[src/rtl/stream_max_reducer.sv]
// Streaming max/argmax reducer: folds LANES-wide beats into one maximum element and its flat
// index, with per-lane masking, per-vector signed/unsigned compare and valid/ready on both sides.
module stream_max_reducer #(
   parameter int unsigned BITWIDTH = 16,
   parameter int unsigned LANES    = 4,
   parameter int unsigned IDX_W    = 16
) (
   input  logic                      clk,
   input  logic                      rst,
   input  logic                      in_valid,
   output logic                      in_ready,
   input  logic [LANES*BITWIDTH-1:0] in_data,
   input  logic [LANES-1:0]          in_keep,
   input  logic                      in_last,
   input  logic                      in_signed,
   output logic                      out_valid,
   input  logic                      out_ready,
   output logic [BITWIDTH-1:0]       out_max,
   output logic [IDX_W-1:0]          out_idx,
   output logic                      out_empty
);

   localparam int unsigned LANE_LG = $clog2(LANES);
   localparam int unsigned LANE_W  = (LANE_LG == 0) ? 1 : LANE_LG;
   localparam int unsigned BEAT_W  = IDX_W - LANE_LG;
   localparam int unsigned NODES   = 2 * LANES - 1;

   typedef enum logic [1:0] {StAcc, StFlush, StOut} state_e;

   state_e               state_q;
   logic                 first_q;
   logic                 mode_q;
   logic [BEAT_W-1:0]    beat_q;

   logic                 s1_valid_q;
   logic [BITWIDTH-1:0]  s1_max_q;
   logic [LANE_W-1:0]    s1_lane_q;
   logic [BEAT_W-1:0]    s1_beat_q;
   logic                 s1_any_q;
   logic                 s1_last_q;

   logic [BITWIDTH-1:0]  acc_max_q;
   logic [IDX_W-1:0]     acc_idx_q;
   logic                 acc_found_q;

   logic                 accept;
   logic                 cur_signed;

   logic [BITWIDTH-1:0]  node_max  [NODES];
   logic [LANE_W-1:0]    node_lane [NODES];
   logic                 node_any  [NODES];

   function automatic logic gt(input logic [BITWIDTH-1:0] a, input logic [BITWIDTH-1:0] b,
                               input logic sgn);
      if (sgn) return $signed(a) > $signed(b);
      else     return a > b;
   endfunction

   assign in_ready   = (state_q == StAcc) && !rst;
   assign accept     = in_valid && in_ready;
   assign cur_signed = first_q ? in_signed : mode_q;

   // Heap-ordered tree: leaves sit at LANES-1.., left child always covers the lower lanes,
   // so taking the right side only on strict greater-than keeps the lowest lane on ties.
   always_comb begin
      for (int i = 0; i < int'(NODES); i++) begin
         node_max[i]  = '0;
         node_lane[i] = '0;
         node_any[i]  = 1'b0;
      end
      for (int i = 0; i < int'(LANES); i++) begin
         node_max[int'(LANES) - 1 + i]  = in_data[i*BITWIDTH +: BITWIDTH];
         node_lane[int'(LANES) - 1 + i] = LANE_W'(i);
         node_any[int'(LANES) - 1 + i]  = in_keep[i];
      end
      for (int n = int'(LANES) - 2; n >= 0; n--) begin
         if (node_any[2*n+2] &&
             (!node_any[2*n+1] || gt(node_max[2*n+2], node_max[2*n+1], cur_signed))) begin
            node_max[n]  = node_max[2*n+2];
            node_lane[n] = node_lane[2*n+2];
         end else begin
            node_max[n]  = node_max[2*n+1];
            node_lane[n] = node_lane[2*n+1];
         end
         node_any[n] = node_any[2*n+1] || node_any[2*n+2];
      end
   end

   always_ff @(posedge clk) begin
      if (rst) begin
         state_q     <= StAcc;
         first_q     <= 1'b1;
         mode_q      <= 1'b0;
         beat_q      <= '0;
         s1_valid_q  <= 1'b0;
         s1_max_q    <= '0;
         s1_lane_q   <= '0;
         s1_beat_q   <= '0;
         s1_any_q    <= 1'b0;
         s1_last_q   <= 1'b0;
         acc_max_q   <= '0;
         acc_idx_q   <= '0;
         acc_found_q <= 1'b0;
         out_valid   <= 1'b0;
         out_max     <= '0;
         out_idx     <= '0;
         out_empty   <= 1'b0;
      end else begin
         s1_valid_q <= accept;
         s1_last_q  <= accept && in_last;
         if (accept) begin
            s1_max_q  <= node_max[0];
            s1_lane_q <= node_lane[0];
            s1_any_q  <= node_any[0];
            s1_beat_q <= beat_q;
            beat_q    <= beat_q + 1'b1;
            if (first_q) begin
               mode_q  <= in_signed;
               first_q <= 1'b0;
            end
         end

         // Strict compare against the running max keeps the earlier beat on ties.
         if (s1_valid_q && s1_any_q &&
             (!acc_found_q || gt(s1_max_q, acc_max_q, mode_q))) begin
            acc_max_q   <= s1_max_q;
            acc_idx_q   <= (IDX_W'(s1_beat_q) << LANE_LG) | IDX_W'(s1_lane_q);
            acc_found_q <= 1'b1;
         end

         unique case (state_q)
            StAcc: begin
               if (accept && in_last) state_q <= StFlush;
            end
            StFlush: begin
               // s1_last_q drops once the final beat has been merged.
               if (!s1_last_q) begin
                  out_valid <= 1'b1;
                  out_empty <= !acc_found_q;
                  out_idx   <= acc_found_q ? acc_idx_q : '0;
                  if (acc_found_q)  out_max <= acc_max_q;
                  else if (mode_q)  out_max <= {1'b1, {(BITWIDTH-1){1'b0}}};
                  else              out_max <= '0;
                  state_q <= StOut;
               end
            end
            StOut: begin
               if (out_ready) begin
                  out_valid   <= 1'b0;
                  acc_max_q   <= '0;
                  acc_idx_q   <= '0;
                  acc_found_q <= 1'b0;
                  beat_q      <= '0;
                  first_q     <= 1'b1;
                  state_q     <= StAcc;
               end
            end
            default: state_q <= StAcc;
         endcase
      end
   end

endmodule

[config.mk]
export PLATFORM = sky130hd
export DESIGN_NAME = stream_max_reducer
export DESIGN_NICKNAME = d
export VERILOG_FILES = /design/src/rtl/stream_max_reducer.sv
export SDC_FILE = /design/constraint.sdc
export NUM_CORES = 1
export LEC_CHECK = 0
export BUFFER_PORTS_ARGS = -buffer_cell sky130_fd_sc_hd__buf_2
export CORE_MARGIN = 10
export CORE_UTILIZATION = 52
export CTS_CLUSTER_SIZE = 20
export DETAILED_ROUTE_END_ITERATION = 8
export MAX_ROUTING_LAYER = met4
export PLACE_DENSITY_LB_ADDON = 0.15
export SLEW_MARGIN = 20
export SYNTH_ARGS = -nofsm -noshare
export SYNTH_HDL_FRONTEND = slang
export SYNTH_SLANG_ARGS = --single-unit
[constraint.sdc]
create_clock -name clk -period 4.5 [get_ports clk]
set_clock_uncertainty 0.15 [all_clocks]
set_input_delay 0.9 -clock clk [delete_from_list [all_inputs] [get_ports clk]]
set_output_delay 0.9 -clock clk [all_outputs]
set_load 0.05 [all_outputs]
==> summary.md <==
| Metric | Value |
|---|---|
| Top_reg_cell synth | dfxtp_1 |
| Remaining DRCs | 0 |
| Most frequent cells after synthesis | dfxtp_1 (120), nand2_1 (95), a21oi_1 (90) |
| CP Max Fanout | 6 |
| WS Path Type | input port to flop |
| Leakage | 4.14 nW |
| TNS Setup | -4.89 ns |
| Final worst slack | -0.310 ns |
| Area Growth Syn to Fin | 46.6% |
| CP max-delay cell | a211o_4 |
| First DRT Iteration DRCs | 467 |
| Top post-synthesis cells by area | dfxtp_1 (36%), ha_1 (12%), a21oi_1 (6.7%) |
| Die Ht | 133 µm |
| Layout cells sized above 1 | 38.6% |
| Global router's overall resource usage | 23.7% |
| Num Clock Sinks | 120 |
| Startpoint Class | input port |
| Number of global-route vias before repair | 6,913 |
| Num rows | 41 |
| Max VDD drop | 0.385 mV |
| Max-slew violations | 0 |
| Clock Root Buffer | clkbuf_16 |
| Grt met2 use | 41.3% |
| R2R Setup Slk | 0.24 ns |
| RSZ-0062 raised after global routing | yes |
| Largest net degree at the start of global routing | 54 |
| Number of top-level pins | 109 |
| Critical path arrival | 4.99 ns |
| Gpl congestion | 0.852 |
| Antenna diodes | 0 |
| Area leader, netlist | dfxtp_1 |
| Worst EP required | 4.68 ns |
| Grt ovf | 0 |
| Initial antenna violation count | 0 |
| Max stage delay on crit path | 0.42 ns |
| Most used routing layer | met2 |
| Port Buf Inserts | 108 |
| Fill cell count | 881 |
| Nets | 1,156 |
| Via count of the routed design | 6,765 |
| Count of different cell masters after synthesis | 58 |
| Final hold viol count | 0 |
| Final period utilization | 107% |
| Die Area | 17,800 µm² |
| Starting Density | 52.9% |
| Synth Register Bits | 120 |
| Max Clock Freq | 208 MHz |
| Pre-antenna DRT Iters | 5 |
| Per-cell routed wire length | 17.7 µm |
| EDFF count, synth | 0 |
| Hold Path Class | flop to flop |
| Via/cell ratio | 5.63 |
| Multi-input logic area | 4520 µm² |
| Die X | 133 µm |
| Post-synth ARST share | 0% |
| Max_slew headroom | 27.2% |
| Clock tree buffer depth | 2 |
| Pwr dens | 328 nW/µm² |
| Met3 Use GR | 4.66% |
| Crit path cell chain | buf_8, ha_4, nand4_1, a2111oi_2, buf_4, a211oi_2, mux2i_1, a21oi_4, buf_6, buf_16, mux2i_4, ha_1, nand4_1, a2111oi_4, buf_4, buf_6, a2111oi_4, a21oi_2, a211o_4, buf_16, o221ai_4 |
| Sequential area share after synthesis | 36.0% |
| Critical Path Sink Type | flop |
| Final setup violation count | 18 |
| Status | complete, but fails checks |
| CORE AREA | 12,600 µm² |
| Num CTS Buffers | 17 |
| Register Area | 2400 µm² |
| Most common cell in the netlist | dfxtp_1 |
| Reg clk slew, reported paths | 0.05 ns |
| Avg Inst Size Synth | 8.39 µm² |
| Post-Route WL | 21,300 µm |
| CTS tree | yes |
| Cells after Synth | 796 |
| Max_cap viols | 0 |
| Yosys Warn Count | 0 |
| Worst-Skew Late Latency | 0.41 ns |
| Post-layout util | 77.5% |
| Share of the synthesized area in the top cell type | 36.0% |
| Failing checks | setup timing |
| Post-synth net total | 935 |
| Worst slew pin tran | 1.09 ns |
| Cell Area, Synth | 6680 µm² |
| H-Tree Depth | 4 |
| Grt met1 use | 26.9% |
| DRT antenna net count | 0 |
| DP HPWL | 14,400 µm |
| First-pass GRT wire length | 34,000 µm |
| Period minus WS final | 4.81 ns |
[report_power, final]
| part | internal (mW) | switching, mW |
|---|---|---|
| combinational | 0.432 | 0.417 |
| clock | 0.766 | 0.459 |
| sequential | 1.10 | 0.0368 |
[layout make-up]
class | count | area share (%)
inverter | 73 | 3.03
clock inverter | 8 | 0.473
multi-input combinational | 557 | 46.2
tap | 172 | 2.20
clock buffer | 23 | 5.09
timing repair buffer | 248 | 18.5
sequential | 120 | 24.6
[per-layer routing]
layer  part of all wire, %  routed length [µm]
met3                   5.1                1080
met2                    51               11000
met1                    41                8780
met4                   2.2                 469
met5                     0                   0
[placed cells by master, fill, tap and decap left out, types with 17 or more instances in the layout]
master	netlist	layout
nand3_1	69	69
nand4_1	17	17
ha_4	0	27
inv_1	73	58
nor2_1	31	29
clkbuf_16	0	17
buf_4	1	132
mux2i_4	0	17
buf_2	1	92
o21ai_0	40	39
ha_1	65	37
dfxtp_1	120	120
a21oi_1	90	85
nand2_1	95	94
[worst max-delay path, delay by kind of cell]
family | cells | cell delay [ns]
AOI/OAI and AO/OA | 8 | 1.71
muxes | 2 | 0.44
and+or+nand+nor | 2 | 0.38
adders and majority gates | 2 | 0.54
buffers and inverters | 7 | 1.00
[timing repair]
action	CTS	global route
setup buffers	10	5
pin swaps	23	20
hold buffers	0	0
cloned	2	0
setup endpoints to repair	18	18
resized for setup	106	39
hold endpoints to repair	0	0
[logic make-up after synthesis]
group / Yosys count / share of synthesized area [%]
DFF: 120 / 36.0
xor gates and xnor gates: 10 / 1.31
adders and majority gates: 65 / 12.2
and+or+nand+nor: 255 / 18.4
buffers and inverters: 119 / 7.44
muxes: 35 / 5.59
AOI/OAI and AO/OA: 192 / 19.1
[final timing paths]
kind,startpoint,cells past startpoint,to
hold reg to reg,out_max[6],2,out_max[6]
setup / recovery,in_data[23],21,s1_max_q[11]
hold / removal,out_max[6],2,out_max[6]
setup reg to reg,first_q,19,s1_max_q[11]
[sequential cells by signal, indices dropped and copies added (netlist names)]
name	cells
s1_last_q	1
out_empty	1
first_q	1
acc_idx_q	16
s1_max_q	16
s1_lane_q	2
mode_q	1
acc_max_q	16
out_valid	1
state_q	2
beat_q	14
acc_found_q	1
out_max	16
out_idx	16
s1_any_q	1
s1_valid_q	1
s1_beat_q	14
[stage by stage]
stage / instance area (µm²) / power, mW / worst slack, ns / hold slack, ns / std cells
after global placement: 8250 / 1.77 / -0.532 / 0.286 / 1154
after detailed placement: 8250 / 1.80 / -0.856 / 0.287 / 1154
after global routing: 9780 / 3.35 / -0.393 / 0.320 / 1201
after floorplan: 6730 / 1.53 / -0.247 / 0.273 / 796
final: 9780 / 3.21 / -0.310 / 0.296 / 1201
after CTS: 9510 / 3.15 / -0.0809 / 0.297 / 1197
No activity file was read; power rests on OpenSTA's default activity.
